## config.mk

```make
export PLATFORM = sky130hd
export DESIGN_NAME = alu_sequencer
export DESIGN_NICKNAME = d
export VERILOG_FILES = /design/src/rtl/alu_sequencer.sv
export SDC_FILE = /design/constraint.sdc
export NUM_CORES = 1
export LEC_CHECK = 0
export BUFFER_PORTS_ARGS = -buffer_cell sky130_fd_sc_hd__clkbuf_2
export CORE_AREA = 2 2 87 89
export CTS_CLUSTER_SIZE = 24
export DETAILED_ROUTE_END_ITERATION = 12
export DIE_AREA = 0 0 89 91
export GPL_TIMING_DRIVEN = 0
export PLACE_DENSITY_LB_ADDON = 0.1
export SLEW_MARGIN = 40
export SYNTH_ARGS = -nofsm -noshare
export SYNTH_HDL_FRONTEND = slang
export SYNTH_SLANG_ARGS = --single-unit
export TNS_END_PERCENT = 20
```

## constraint.sdc

```tcl
create_clock -name clk -period 3.3 [get_ports clk]
set_clock_uncertainty 0.1 [all_clocks]
set_input_delay 0.495 -clock clk [delete_from_list [all_inputs] [get_ports clk]]
set_output_delay 0.495 -clock clk [all_outputs]
set_load 0.1 [all_outputs]
```

## src/rtl/alu_sequencer.sv

```systemverilog
// Multicycle control FSM sequencing the register-file/shifter/ALU datapath for one
// decoded command. Optional retired-command counter enabled by ALU_SEQ_PERF_EN.
module alu_sequencer #(
    parameter int CMD_W = 3,
    parameter int IMM_W = 8
) (
    input  logic             clk,
    input  logic             reset_n,
    input  logic             instr_valid,
    output logic             instr_ready,
    input  logic [CMD_W-1:0] cmd,
    input  logic [2:0]       rd,
    input  logic [2:0]       rn,
    input  logic [2:0]       rm,
    input  logic [1:0]       shift,
    input  logic [IMM_W-1:0] imm,
    output logic [2:0]       rf_readnum,
    output logic [2:0]       rf_writenum,
    output logic             rf_write,
    output logic             loada,
    output logic             loadb,
    output logic             loadc,
    output logic             loads,
    output logic             asel,
    output logic             vsel,
    output logic [1:0]       alu_op,
    output logic [1:0]       shift_out,
    output logic [15:0]      imm16,
    output logic             done,
    output logic             err
`ifdef ALU_SEQ_PERF_EN
    ,
    output logic [15:0]      perf_retired
`endif
);

    typedef enum logic [2:0] {
        S_IDLE  = 3'd0,
        S_GET_A = 3'd1,
        S_GET_B = 3'd2,
        S_EXEC  = 3'd3,
        S_WRITE = 3'd4,
        S_ERR   = 3'd5
    } state_t;

    localparam logic [CMD_W-1:0] CMD_ADD  = CMD_W'(3'd0);
    localparam logic [CMD_W-1:0] CMD_CMP  = CMD_W'(3'd1);
    localparam logic [CMD_W-1:0] CMD_AND  = CMD_W'(3'd2);
    localparam logic [CMD_W-1:0] CMD_MVN  = CMD_W'(3'd3);
    localparam logic [CMD_W-1:0] CMD_MOVR = CMD_W'(3'd4);
    localparam logic [CMD_W-1:0] CMD_MOVI = CMD_W'(3'd5);

    function automatic logic [15:0] imm_ext(input logic [IMM_W-1:0] value);
        return 16'($signed(value));
    endfunction

    state_t           state_r, state_s;
    logic [CMD_W-1:0] cmd_r, cmd_s;
    logic [2:0]       rd_r, rd_s, rn_r, rn_s, rm_r, rm_s;
    logic [1:0]       shift_r, shift_s;
    logic [IMM_W-1:0] imm_r, imm_s;
    logic             accept_s;

    // Outputs are computed from the next state so they can be registered while
    // still reflecting the current state (Moore) in every cycle.
    logic        ready_r, ready_s;
    logic [2:0]  readnum_r, readnum_s, writenum_r, writenum_s;
    logic        rf_write_r, rf_write_s, loada_r, loada_s, loadb_r, loadb_s;
    logic        loadc_r, loadc_s, loads_r, loads_s, asel_r, asel_s, vsel_r, vsel_s;
    logic [1:0]  alu_op_r, alu_op_s, shift_out_r, shift_out_s;
    logic [15:0] imm16_r;
    logic        done_r, done_s, err_r, err_s;

    assign accept_s = instr_valid && (state_r == S_IDLE);

    // Field capture on accept; fields hold for the rest of the command.
    always_comb begin
        cmd_s   = cmd_r;
        rd_s    = rd_r;
        rn_s    = rn_r;
        rm_s    = rm_r;
        shift_s = shift_r;
        imm_s   = imm_r;
        if (accept_s) begin
            cmd_s   = cmd;
            rd_s    = rd;
            rn_s    = rn;
            rm_s    = rm;
            shift_s = shift;
            imm_s   = imm;
        end else begin
            cmd_s   = cmd_r;
        end
    end

    // Next-state logic.
    always_comb begin
        state_s = state_r;
        case (state_r)
            S_IDLE: begin
                if (accept_s) begin
                    case (cmd)
                        CMD_ADD, CMD_CMP, CMD_AND: state_s = S_GET_A;
                        CMD_MVN, CMD_MOVR:         state_s = S_GET_B;
                        CMD_MOVI:                  state_s = S_WRITE;
                        default:                   state_s = S_ERR;
                    endcase
                end else begin
                    state_s = S_IDLE;
                end
            end
            S_GET_A: state_s = S_GET_B;
            S_GET_B: state_s = S_EXEC;
            S_EXEC: begin
                if (cmd_r == CMD_CMP) begin
                    state_s = S_IDLE;
                end else begin
                    state_s = S_WRITE;
                end
            end
            default: state_s = S_IDLE;
        endcase
    end

    // Strobe decode for the state about to be entered.
    always_comb begin
        ready_s     = 1'b0;
        readnum_s   = 3'd0;
        writenum_s  = 3'd0;
        rf_write_s  = 1'b0;
        loada_s     = 1'b0;
        loadb_s     = 1'b0;
        loadc_s     = 1'b0;
        loads_s     = 1'b0;
        asel_s      = 1'b0;
        vsel_s      = 1'b0;
        alu_op_s    = 2'b00;
        shift_out_s = 2'b00;
        done_s      = 1'b0;
        err_s       = 1'b0;
        case (state_s)
            S_IDLE: ready_s = 1'b1;
            S_GET_A: begin
                readnum_s = rn_s;
                loada_s   = 1'b1;
            end
            S_GET_B: begin
                readnum_s = rm_s;
                loadb_s   = 1'b1;
            end
            S_EXEC: begin
                shift_out_s = shift_s;
                if (cmd_s == CMD_CMP) begin
                    alu_op_s = 2'b01;
                    loads_s  = 1'b1;
                    done_s   = 1'b1;
                end else begin
                    loadc_s = 1'b1;
                    case (cmd_s)
                        CMD_AND:  alu_op_s = 2'b10;
                        CMD_MVN:  alu_op_s = 2'b11;
                        CMD_MOVR: asel_s   = 1'b1;
                        default:  alu_op_s = 2'b00;
                    endcase
                end
            end
            S_WRITE: begin
                writenum_s = rd_s;
                rf_write_s = 1'b1;
                done_s     = 1'b1;
                vsel_s     = (cmd_s == CMD_MOVI);
            end
            S_ERR: begin
                done_s = 1'b1;
                err_s  = 1'b1;
            end
            default: ready_s = 1'b0;
        endcase
    end

    // State and captured-field registers.
    always_ff @(posedge clk or negedge reset_n) begin
        if (!reset_n) begin
            state_r <= S_IDLE;
            cmd_r   <= '0;
            rd_r    <= 3'd0;
            rn_r    <= 3'd0;
            rm_r    <= 3'd0;
            shift_r <= 2'd0;
            imm_r   <= '0;
        end else begin
            state_r <= state_s;
            cmd_r   <= cmd_s;
            rd_r    <= rd_s;
            rn_r    <= rn_s;
            rm_r    <= rm_s;
            shift_r <= shift_s;
            imm_r   <= imm_s;
        end
    end

    // Output registers; reset drops every strobe at once, aborting any command.
    always_ff @(posedge clk or negedge reset_n) begin
        if (!reset_n) begin
            ready_r     <= 1'b1;
            readnum_r   <= 3'd0;
            writenum_r  <= 3'd0;
            rf_write_r  <= 1'b0;
            loada_r     <= 1'b0;
            loadb_r     <= 1'b0;
            loadc_r     <= 1'b0;
            loads_r     <= 1'b0;
            asel_r      <= 1'b0;
            vsel_r      <= 1'b0;
            alu_op_r    <= 2'b00;
            shift_out_r <= 2'b00;
            imm16_r     <= 16'h0000;
            done_r      <= 1'b0;
            err_r       <= 1'b0;
        end else begin
            ready_r     <= ready_s;
            readnum_r   <= readnum_s;
            writenum_r  <= writenum_s;
            rf_write_r  <= rf_write_s;
            loada_r     <= loada_s;
            loadb_r     <= loadb_s;
            loadc_r     <= loadc_s;
            loads_r     <= loads_s;
            asel_r      <= asel_s;
            vsel_r      <= vsel_s;
            alu_op_r    <= alu_op_s;
            shift_out_r <= shift_out_s;
            imm16_r     <= imm_ext(imm_s);
            done_r      <= done_s;
            err_r       <= err_s;
        end
    end

    assign instr_ready = ready_r;
    assign rf_readnum  = readnum_r;
    assign rf_writenum = writenum_r;
    assign rf_write    = rf_write_r;
    assign loada       = loada_r;
    assign loadb       = loadb_r;
    assign loadc       = loadc_r;
    assign loads       = loads_r;
    assign asel        = asel_r;
    assign vsel        = vsel_r;
    assign alu_op      = alu_op_r;
    assign shift_out   = shift_out_r;
    assign imm16       = imm16_r;
    assign done        = done_r;
    assign err         = err_r;

`ifdef ALU_SEQ_PERF_EN
    logic [15:0] perf_r;

    // Retired-command counter; wraps naturally at 16 bits.
    always_ff @(posedge clk or negedge reset_n) begin
        if (!reset_n) begin
            perf_r <= 16'h0000;
        end else if (done_r) begin
            perf_r <= perf_r + 16'h0001;
        end else begin
            perf_r <= perf_r;
        end
    end

    assign perf_retired = perf_r;
`endif

endmodule

```

## Word level (Yosys, flattened, before mapping)

Cells that the tools add are included.

- Add/sub/neg operators: 0
- Multipliers: 0
- Divide/modulo/power cells: 0
- $lt $le $gt $ge: 0
- Equal/unequal tests: 19
- Shift operators: 0
- Multiplexer cells: 30
- Bitwise logic cells: 0
- Reduce and logical (&&, ||, !) cells: 7

Operator list:

| operator | count |
|---|---|
| $eq 3x2->1 const B | 8 |
| $mux 3 | 7 |
| $eq 3x3->1 const B | 6 |
| $eq 3x1->1 const B | 5 |
| $mux 1 | 13 |
| $pmux 3 s4 | 1 |
| $logic_not 3->1 | 3 |
| $pmux 3 s3 | 1 |
| $mux 2 | 4 |
| $mux 8 | 1 |
| $pmux 3 s2 | 1 |
| $pmux 2 s2 | 1 |
| $reduce_or 2->1 | 2 |
| $reduce_or 3->1 | 1 |
| $pmux 1 s2 | 1 |
| $logic_and 1x1->1 | 1 |

- Flip-flop bits (word level): 53
- Latch bits: 0
- Memory bits (writable): 0
- Bits in read-only memories: 0
- Bits of input ports: 25
- Output and inout port bits: 36
- Word-level logic and storage cells: 78
- Memories: 0

## Logic depth before layout (Yosys ltp)

Gate-level depths: netlist of run 1.

- Depth in word-level cells: 8
- Gate-level depth with buffers: 6
- Mapped depth without buffers: 4

## Worst setup path after synthesis of run 1

Ideal clock, no wire load.

- Path type: register to output
- Start point: register, netlist name imm16[7]
- End point: output port imm16[10]
- Arrival time: 1.453 ns
- Slack: 1.252 ns
- Stages on the path, launching flop included: 2
- Cell sequence: dfrtp_1 > buf_4

RTL lines:

| element | RTL line | RTL |
|---|---|---|
| end: declaration | 28 | `output logic [15:0] imm16,` |

No word-level cell between the ends.

## Worst setup path after layout of run 1

- Start point: register state_r[2]
- End point: register imm16_r[3] (netlist: imm16[3])

- Longest elaborated chain between the ends: 3

RTL lines:

| element | RTL line | RTL |
|---|---|---|
| start: declaration | 57 | `state_t state_r, state_s;` |
| start signal: assignment | 192 | `state_r <= state_s;` |
| $logic_not 3->1 | 74 | `assign accept_s = instr_valid && (state_r == S_IDLE);` |
| $logic_and 1x1->1 | 74 |  |
| $mux 8 | 84 | `if (accept_s) begin` |
| end signal: assignment | 233 | `imm16_r <= imm_ext(imm_s);` |
| end: declaration | 71 | `logic [15:0] imm16_r;` |

Every way passes these cells.

==> out/results.ini, run 1 <==
[sta]
final-hold-violation-count=0
final_critical_path_time_including_i_o_delays_and_setup_ns=2.14
rsz0062_at_grt=no
fin_crit_sh_pct=64.7
slew_violations=0
max-slew-margin-rel_pct=57.3
clock.fmax_mhz=468
setup_viol=0
worst-slew-pin-transition_ns=0.639
timing.setup.tns_ns=0

[setup_path]
critical_path_arrival_ns=2.21
cp-end-kind=flip-flop
cp_max_fo=10
worst-endpoint-required_ns=3.37
ff2ff_setup_slack_ns=1.16
crit_type=flip-flop to flip-flop
worstSetupStartpointType=flip-flop

[drt]
met3RoutedLength_um=212
top_signal_layer_used=met4
detail-route-antenna-nets=0
drt_drc_violations_left=0
detailroute.via_count=1221
wirelength_met1_um=1450
viasPerCell=4.08
initialDrtViolationCount=55
avgRoutedWirePerCell_um=12.8
route.final.wire_length_um=3820
firstDrtPassIters=3
route.met2.wl_um=2100

[clocking]
cts_hold_repair.buffers=0
clkSinkCount=45
worstSkewPairLatency_ns=0.29
post_cts_repair_setup_buffers=0
cts.path.max_buffers=2
cts_tree=built
cts.htree.levels=2
clock_transition_at_the_registers_of_the_reported_paths_ns=0.08
cts_repair_resize_count=0
clk_root_buffer_cell=sky130_fd_sc_hd__clkbuf_8
cts_inserted_buffers=5

[die]
fp.dieArea_mm2=0.00810
design.portCount=61
dieHeight_um=91
std_cell_rows=31
core_area_mm2=0.00714
die_w_um=89
floorplan.initialDensity_pct=25.5

[yosys]
postSynthCellCount=132
post-synth-top-count-cell=sky130_fd_sc_hd__dfrtp_1
commonest_cells_post_synth=sky130_fd_sc_hd__dfrtp_1 (44), sky130_fd_sc_hd__mux2_2 (18), sky130_fd_sc_hd__inv_1 (10)
synth.yosys.seq_area_share_pct=61.8
synth-main-ff-cell=sky130_fd_sc_hd__dfrtp_1
yosys.area.top_type_share_pct=60.4
post_synth_instance_area_mm2=0.00182
postSynthRegisterBits=45
asyncSetResetFlopFracSynth_pct=100
synth_edf_count=0
synthDominantAreaCellType=sky130_fd_sc_hd__dfrtp_1
ys.warnings.count=0
mappedNetlistNets=157
synth.lib_cells_used.distinct=32
synth_area_leaders=sky130_fd_sc_hd__dfrtp_1 (60%), sky130_fd_sc_hd__mux2_2 (11%), sky130_fd_sc_hd__buf_4 (3.3%)
avgSynthCellArea_um2=13.8

[global_routing]
grt_util_all_layers_pct=10.1
gr-total-overflow=0
grt_antenna_before_repair=0
grt_pass1_vias=1267
largest_net_degree_at_the_start_of_global_routing=46
grt_pass1_wl_um=6090

[finish]
area_growth_syn_to_layout_pct=28.3
finish.net_count=224
post_route_cells_drive_above_1_share_pct=52.0
antenna_cells_inserted=0

[hold_path]
holdCritPathClass=input pin to asynchronous set/reset pin

[place]
dpl.hpwl_um=2940
place.port_buffers=60
place_congestion=0.743

[job]
max_capacitance_violation_count=0

[outcome]
run_status=finished, final reports clean

cells in the final DEF (no fill, tap or decap), types with 2 or more instances in the layout:
cell | synthesis | final
sky130_fd_sc_hd__clkinv_2 | 0 | 2
sky130_fd_sc_hd__nor3_1 | 3 | 3
sky130_fd_sc_hd__nand2_1 | 3 | 3
sky130_fd_sc_hd__clkbuf_2 | 1 | 60
sky130_fd_sc_hd__nor2b_1 | 5 | 5
sky130_fd_sc_hd__nand2b_1 | 2 | 2
sky130_fd_sc_hd__nor4_1 | 2 | 2
sky130_fd_sc_hd__mux2_2 | 18 | 18
sky130_fd_sc_hd__buf_4 | 8 | 8
sky130_fd_sc_hd__o2bb2ai_1 | 3 | 3
sky130_fd_sc_hd__clkbuf_8 | 0 | 5
sky130_fd_sc_hd__a21oi_1 | 4 | 4
sky130_fd_sc_hd__and3_1 | 3 | 3
sky130_fd_sc_hd__buf_6 | 2 | 2
sky130_fd_sc_hd__nor3b_1 | 4 | 4
sky130_fd_sc_hd__inv_1 | 10 | 10
sky130_fd_sc_hd__dfrtp_1 | 44 | 44
sky130_fd_sc_hd__mux2i_1 | 4 | 4
sequential cells by signal (all words and copies together) (netlist names), 2 cells and up:
register,flops
rf_writenum,3
state_r,3
rf_readnum,3
cmd_r,3
shift_out,2
rd_r,3
rm_r,3
alu_op,2
shift_r,2
imm16,8
rn_r,3
area by class of cell:
class                           instances  area [um^2]
Fill cell                             752         4800
Sequential cell                        45         1130
Multi-Input combinational cell         66          578
Timing Repair Buffer                   60          303
Tap cell                               99          124
Buffer                                 11         87.6
Clock buffer                            6         72.6
Inverter                               10         37.5
Clock inverter                          2         10.0
metal layers:
metal / up-vias / global-route usage [%]
met5: - / 0
met4: 0 / 4.48
met3: 5 / 2.45
met2: 37 / 18.0
met1: 597 / 11.1
li1: 582 / -
final timing paths:
check | from | end | cells after the start
max | state_r[2]$_DFF_PN0_ | imm16[3]$_DFFE_PN0N_ | 4
min | reset_n | rf_writenum[2]$_DFF_PN0_ | 1
max reg2reg | state_r[2]$_DFF_PN0_ | imm16[3]$_DFFE_PN0N_ | 4
min reg2reg | rm_r[2]$_DFF_PN0_ | rm_r[2]$_DFF_PN0_ | 2
max in group asynchronous | reset_n | rn_r[2]$_DFF_PN0_ | 1
min in group clk | imm[0] | imm16[0]$_DFFE_PN0N_ | 2
kinds of logic (layout without fill, tap and decap cells):
group	after synthesis	count (layout)	synth area share [%]
flip-flops	45	45	61.8
AND/OR/NAND/NOR	27	27	10.2
buffers and inverters	21	89	6.86
AO/OA/AOI/OAI	17	17	7.76
multiplexers	22	22	13.3
through the flow:
stage	hold slack [ns]	util [%]	worst slack (ns)	instance area (um^2)	cells
2_1_floorplan	0.0994	-	1.25	1820	132
3_3_place_gp	0.362	31.5	1.15	2250	291
3_5_place_dp	0.377	31.5	1.08	2250	291
4_1_cts	0.156	32.7	1.11	2330	299
5_1_grt	0.193	32.8	1.03	2340	299
6_report	0.140	32.8	1.16	2340	299
critical path, cell delays in order (launching register included):
cell	delay, ns
sky130_fd_sc_hd__dfrtp_1	0.50
sky130_fd_sc_hd__nor4b_4	0.65
sky130_fd_sc_hd__buf_6	0.26
sky130_fd_sc_hd__buf_6	0.17
sky130_fd_sc_hd__mux2_2	0.34
Power of run 1 is left out: the tool's default activity adds up to more than one toggle a clock period on the data nets, which glitch-free logic cannot reach.
==> run 2, diff against run 1 <==
ABC_AREA = 1   (was unset)
CORE_AREA = 2 2 88 90   (was 2 2 87 89)
DIE_AREA = 0 0 90 92   (was 0 0 89 91)
clock period = 1.92 ns   (was 3.3 ns; I/O delays follow)
==> run 2 against run 1 <==
  * Flip-flop and latch count did not move
  * Register-to-register slack got worse by 0.82 ns
  * Synthesized area rose by 1.9%
  * Non-clock buffer count rose by 2
  * Sequential share of layout area fell by 0.84 points
  * Final cell count rose by 21%
  * First-iteration DRC count fell by 5.5%
==> out/results.ini, run 2 <==
[finish]
final_core_util_pct=32.0  ; -0.81 points
sequential_cell_area_mm2=0.00113  ; unchanged
instances_no_fill=362  ; +21%
largest_reg_flops=8  ; unchanged
final_common_cell=sky130_fd_sc_hd__nand2_1
most_used_cells_in_the_layout_excluding_fill_and_tap_cells=sky130_fd_sc_hd__nand2_1 (63), sky130_fd_sc_hd__clkbuf_2 (59), sky130_fd_sc_hd__dfrtp_1 (44)
multi_input_comb_area_um2=547  ; -5.4%
post_route_cells_drive_above_1_share_pct=38.5  ; -14 points
finish.net_count=284  ; +27%
antenna_cells_inserted=0  ; unchanged
area_growth_syn_to_layout_pct=28.2  ; about the same
post-route-cell-area_mm2=0.00238  ; +1.8%
nFillCells=833  ; +11%

[yosys]
synth_top_family_by_area=simple AND/OR/NAND/NOR gates
postSynthCellCount=191  ; +45%
commonest_cells_post_synth=sky130_fd_sc_hd__nand2_1 (63), sky130_fd_sc_hd__dfrtp_1 (44), sky130_fd_sc_hd__inv_1 (21)
postSynthRegisterBits=45  ; unchanged
yosys.area.top_type_share_pct=59.3  ; -1.1 points
post_synth_xor_area_fraction_pct=0  ; unchanged
synth_compound_gate_area_share_pct=4.31  ; -3.4 points
synth-main-ff-cell=sky130_fd_sc_hd__dfrtp_1
asyncSetResetFlopFracSynth_pct=100  ; unchanged
synth.lib_cells_used.distinct=23  ; -28%
post-synth-top-count-cell=sky130_fd_sc_hd__nand2_1
avgSynthCellArea_um2=9.72  ; -30%
mappedNetlistNets=216  ; +38%
synth_edf_count=0  ; unchanged
synthDominantAreaCellType=sky130_fd_sc_hd__dfrtp_1
synth-simple-area-share_pct=25.1  ; +15 points
yosys-mux-area-fraction_pct=0  ; -13 points
ys.warnings.count=0  ; unchanged
post_synth_instance_area_mm2=0.00186  ; +1.9%
synth.yosys.seq_area_share_pct=60.7  ; -1.1 points
synth_area_leaders=sky130_fd_sc_hd__dfrtp_1 (59%), sky130_fd_sc_hd__nand2_1 (13%), sky130_fd_sc_hd__inv_1 (4.2%)
synth_fa_ha_area_share_pct=0  ; unchanged

[global_routing]
grt_antenna_before_repair=0  ; unchanged
gr-total-overflow=0  ; unchanged
grt_pass1_wl_um=6730  ; +11%
grt_util_all_layers_pct=10.4  ; +0.28 points
largest_net_degree_at_the_start_of_global_routing=46  ; unchanged
grt_pass1_vias=1448  ; +14%

[clocking]
clock_transition_at_the_registers_of_the_reported_paths_ns=0.09  ; about the same
clk_root_buffer_cell=sky130_fd_sc_hd__clkbuf_8
cts.path.max_buffers=2  ; unchanged
worstSkewPairLatency_ns=0.29  ; about the same
cts.htree.levels=2  ; unchanged
post_cts_repair_setup_buffers=0  ; unchanged
cts_tree=built
clkSinkCount=45  ; unchanged
cts_inserted_buffers=5  ; unchanged

[setup_path]
worst-r2r-cell-count=5  ; +1
crit_type=flip-flop to output pin
worst-endpoint-required_ns=1.53  ; -1.84 ns
worstSetupStartpointType=flip-flop
critical_path_arrival_ns=1.40  ; -0.81 ns
cp_max_fo=10  ; unchanged
cp-end-kind=output pin

[die]
std_cell_rows=32  ; +3.2%
design.portCount=61  ; unchanged
die_w_um=90  ; +1.1%
dieHeight_um=92  ; +1.1%
floorplan.initialDensity_pct=24.9  ; -0.61 points
core_area_mm2=0.00745  ; +4.3%
fp.dieArea_mm2=0.00828  ; +2.2%

[drt]
viasPerCell=3.90  ; -4.4%
detail-route-antenna-nets=0  ; unchanged
detailroute.via_count=1413  ; +16%
avgRoutedWirePerCell_um=11.1  ; -13%
initialDrtViolationCount=52  ; -5.5%
drt_drc_violations_left=0  ; unchanged
firstDrtPassIters=4  ; +1
route.final.wire_length_um=4030  ; +5.3%

[place]
placedInstanceArea_mm2=0.00229  ; +1.7%
dpl.hpwl_um=2900  ; -1.3%
placedCellCount=353  ; +21%
place_congestion=0.748  ; +0.63%
place.port_buffers=60  ; unchanged

[sta]
max-slew-margin-rel_pct=57.6  ; +0.24 points
final_critical_path_time_including_i_o_delays_and_setup_ns=1.79
final-hold-violation-count=0  ; unchanged
clock.fmax_mhz=560
fin_crit_sh_pct=93.0
timing.setup.tns_ns=0  ; unchanged
rsz0062_at_grt=no
slew_violations=0  ; unchanged
setup_viol=0  ; unchanged
worst-slew-pin-transition_ns=0.636  ; -0.00232 ns

[outcome]
run_status=finished, final reports clean

[job]
max_capacitance_violation_count=0  ; unchanged

[hold_path]
holdPathStages=3
holdCritPathClass=input pin to flip-flop

[run 2: routing by layer]
metal / GRT usage [%] / share of wire [%] / vias to the layer above / routed length, um
li1: - / - / 711 / -
met1: 12.8 / 47 / 661 / 1900
met2: 17.2 / 47 / 39 / 1880
met3: 3.20 / 5.1 / 2 / 206
met4: 3.85 / 0.97 / 0 / 39
met5: 0 / 0 / - / 0
[run 2: worst paths after layout]
check                                          start              endpoint  slack (ns)
worst max register to register  state_r[2]$_DFF_PN0_        done$_DFF_PN0_        0.34
min in group asynchronous                    reset_n       loadb$_DFF_PN0_        0.47
max in group asynchronous                    reset_n        done$_DFF_PN0_        0.81
worst min register to register     rn_r[1]$_DFF_PN0_     rn_r[1]$_DFF_PN0_        0.38
worst max-delay path            imm16[7]$_DFFE_PN0N_             imm16[12]        0.13
worst min-delay path                          imm[6]  imm16[6]$_DFFE_PN0N_        0.09
[run 2: cell type report]
type                       instances  area share, %
inverter                          24           3.78
timing repair buffer              61           13.1
clock inverter                     1          0.315
sequential                        45           47.3
tap                              102           5.36
multi-input combinational        110           23.0
buffer                            12           3.89
clock buffer                       7           3.21
[run 2: what timing repair did]
item	CTS	global route
hold endpoints to repair	44	0
hold buffers	1	0
resized for setup	0	0
[run 2: worst max-delay path: stages, from the launching register on]
cell and delay (ns):
sky130_fd_sc_hd__dfrtp_1 0.51, sky130_fd_sc_hd__buf_4 0.16, sky130_fd_sc_hd__clkbuf_2 0.44
[run 2: kinds of logic after synthesis]
family                 count (synthesis)
AOI/OAI and AO/OA                     10
buffers and inverters                 36
DFF                                   45
and+or+nand+nor                      100
[run 2: per-stage QoR]
stage	setup WS (ns)	hold slack (ns)
after floorplan	0.0759	-0.108
after global placement	0.327	0.358
after detailed placement	0.331	0.281
after CTS	0.104	0.0708
after global routing	0.0420	0.0882
final	0.134	0.0853
Power of run 2 is left out for the same reason.
==> run 3, diff against run 2 <==
clock period = 2.2 ns   (was 1.92 ns; I/O delays follow)
==> run 3 against run 2 <==
  * The flow now finishes with violations (hold timing)
  * Worst setup slack better by 0.24 ns
  * Final cell count is 0.28% lower
  * Non-clock buffer count is 1 lower
  * Sequential share of layout area is 0.20 points higher
  * Via count is 0.42% lower
  * Critical path depth stayed put
  * Core utilization is 0.13 points lower
  * Routed wire length hardly changed
  * Worst hold slack worse by 0.11 ns
  * First-iteration DRC count is 13% higher
  * Clock-buffer cell count stayed put
  * Critical endpoint unchanged
  * Largest cell class unchanged
  * Highest routed layer unchanged
==> out/results.ini, run 3 (same netlist as run 2, synthesis figures left out) <==
[sta]
slew_violations=0  ; unchanged
final_critical_path_time_including_i_o_delays_and_setup_ns=1.83
timing.setup.tns_ns=0  ; unchanged
setup_viol=0  ; unchanged
rsz0062_at_grt=no
worst-slew-pin-transition_ns=0.632  ; -0.00387 ns
final-hold-violation-count=41  ; +41
hold_ws_ns=-0.0249  ; -0.110 ns
max-slew-margin-rel_pct=57.8  ; +0.26 points
fin_crit_sh_pct=83.1
clock.fmax_mhz=547

[finish]
post_route_cells_drive_above_1_share_pct=38.6  ; +0.15 points
area_growth_syn_to_layout_pct=27.7
largest_reg_flops=8  ; unchanged
finish.net_count=283  ; -0.35%
final_core_util_pct=31.8  ; -0.13 points
nFillCells=833  ; unchanged
antenna_cells_inserted=0  ; unchanged
post-route-cell-area_mm2=0.00237  ; -0.42%
final_common_cell=sky130_fd_sc_hd__nand2_1
multi_input_comb_area_um2=547  ; unchanged
most_used_cells_in_the_layout_excluding_fill_and_tap_cells=sky130_fd_sc_hd__nand2_1 (63), sky130_fd_sc_hd__clkbuf_2 (59), sky130_fd_sc_hd__dfrtp_1 (44)
instances_no_fill=361  ; -0.28%
sequential_cell_area_mm2=0.00113  ; unchanged

[setup_path]
critical_path_arrival_ns=1.40  ; about the same
slowest_stage=sky130_fd_sc_hd__dfrtp_1
worstSetupStartpointType=flip-flop
rr_startpoint=state_r[2]$_DFF_PN0_
max_stage_delay_ns=0.51  ; about the same
path_delay_family=buffers and inverters
crit_type=flip-flop to output pin
worst-endpoint-required_ns=1.77  ; +0.24 ns
cp_max_fo=10  ; unchanged
critPathBufInv=2  ; unchanged
crit_chain=buf_4 > clkbuf_2
ff2ff_setup_slack_ns=0.62  ; +0.28 ns
worst-r2r-cell-count=5  ; unchanged
cp-end-kind=output pin
worst_r2r_dst=done$_DFF_PN0_

[place]
placedInstanceArea_mm2=0.00229  ; unchanged
placedCellCount=353  ; unchanged
place_congestion=0.748  ; unchanged
dpl.hpwl_um=2900  ; unchanged
place.port_buffers=60  ; unchanged

[die]
floorplan.initialDensity_pct=24.9  ; unchanged
dieHeight_um=92  ; unchanged
core_area_mm2=0.00745  ; unchanged
die_w_um=90  ; unchanged
design.portCount=61  ; unchanged
fp.dieArea_mm2=0.00828  ; unchanged
std_cell_rows=32  ; unchanged

[clocking]
post_cts_repair_setup_buffers=0  ; unchanged
clk_root_buffer_cell=sky130_fd_sc_hd__clkbuf_8
cts.htree.levels=2  ; unchanged
clkSinkCount=45  ; unchanged
worstSkewPairLatency_ns=0.29  ; about the same
cts_tree=built
cts.path.max_buffers=2  ; unchanged
cts_inserted_buffers=5  ; unchanged
cts_repair_resize_count=0  ; unchanged
cts_hold_repair.buffers=0  ; -1
clock_transition_at_the_registers_of_the_reported_paths_ns=0.09  ; about the same

[drt]
detailroute.via_count=1407  ; -0.42%
viasPerCell=3.90  ; -0.15%
firstDrtPassIters=4  ; unchanged
route.final.wire_length_um=4030  ; about the same
detail-route-antenna-nets=0  ; unchanged
avgRoutedWirePerCell_um=11.2  ; +0.35%
initialDrtViolationCount=59  ; +13%
drt_drc_violations_left=0  ; unchanged

[global_routing]
grt_pass1_vias=1448  ; unchanged
grt_pass1_wl_um=6730  ; unchanged
use_met1_pct=12.8  ; unchanged
grt_most_used_layer=met2
grt_util_all_layers_pct=10.4  ; unchanged
grt.met3_usage_pct=3.20  ; unchanged
gr-usage-met2_pct=17.2  ; unchanged
grt_antenna_before_repair=0  ; unchanged
gr-total-overflow=0  ; unchanged
largest_net_degree_at_the_start_of_global_routing=46  ; unchanged

[job]
max_capacitance_violation_count=0  ; unchanged

[outcome]
violations=hold timing
run_status=complete, but fails checks

[hold_path]
holdCritPathClass=input pin to asynchronous set/reset pin

run 3: cell types whose count changed in the layout (fill, tap and decap cells not counted):
cell,change
sky130_fd_sc_hd__dlygate4sd3_1,-1
run 3: routing by layer:
metal | routed length [um] | up-vias
met5 | 0 | -
met4 | 39 | 0
met3 | 206 | 2
met2 | 1900 | 39
met1 | 1890 | 657
li1 | - | 709
run 3: how the worst max path moves through the flow:
stage / slack (ns) / cells after the start / endpoint / start
after floorplan: 0.31 / 1 / imm16[10] / imm16[7]$_DFFE_PN0N_
after global placement: 0.61 / 5 / done$_DFF_PN0_ / state_r[2]$_DFF_PN0_
after global routing: 0.28 / 2 / imm16[11] / imm16[7]$_DFFE_PN0N_
final: 0.37 / 2 / imm16[12] / imm16[7]$_DFFE_PN0N_
after detailed placement: 0.61 / 4 / vsel$_DFF_PN0_ / state_r[2]$_DFF_PN0_
after CTS: 0.34 / 2 / imm16[12] / imm16[7]$_DFFE_PN0N_
run 3: layout make-up:
cell class | count | area share, %
Sequential cell | 45 | 47.5
Multi-Input combinational cell | 110 | 23.1
Timing Repair Buffer | 60 | 12.8
Tap cell | 102 | 5.38
Buffer | 12 | 3.91
Inverter | 24 | 3.80
Clock buffer | 7 | 3.22
Clock inverter | 1 | 0.317
run 3: per-stage QoR:
step | hold slack (ns) | setup WS [ns]
6_report | -0.0249 | 0.372
3_5_place_dp | 0.323 | 0.611
4_1_cts | 0.00302 | 0.342
3_3_place_gp | 0.358 | 0.607
5_1_grt | 0.0405 | 0.280
2_1_floorplan | -0.0656 | 0.314
Power of run 3 is left out for the same reason.
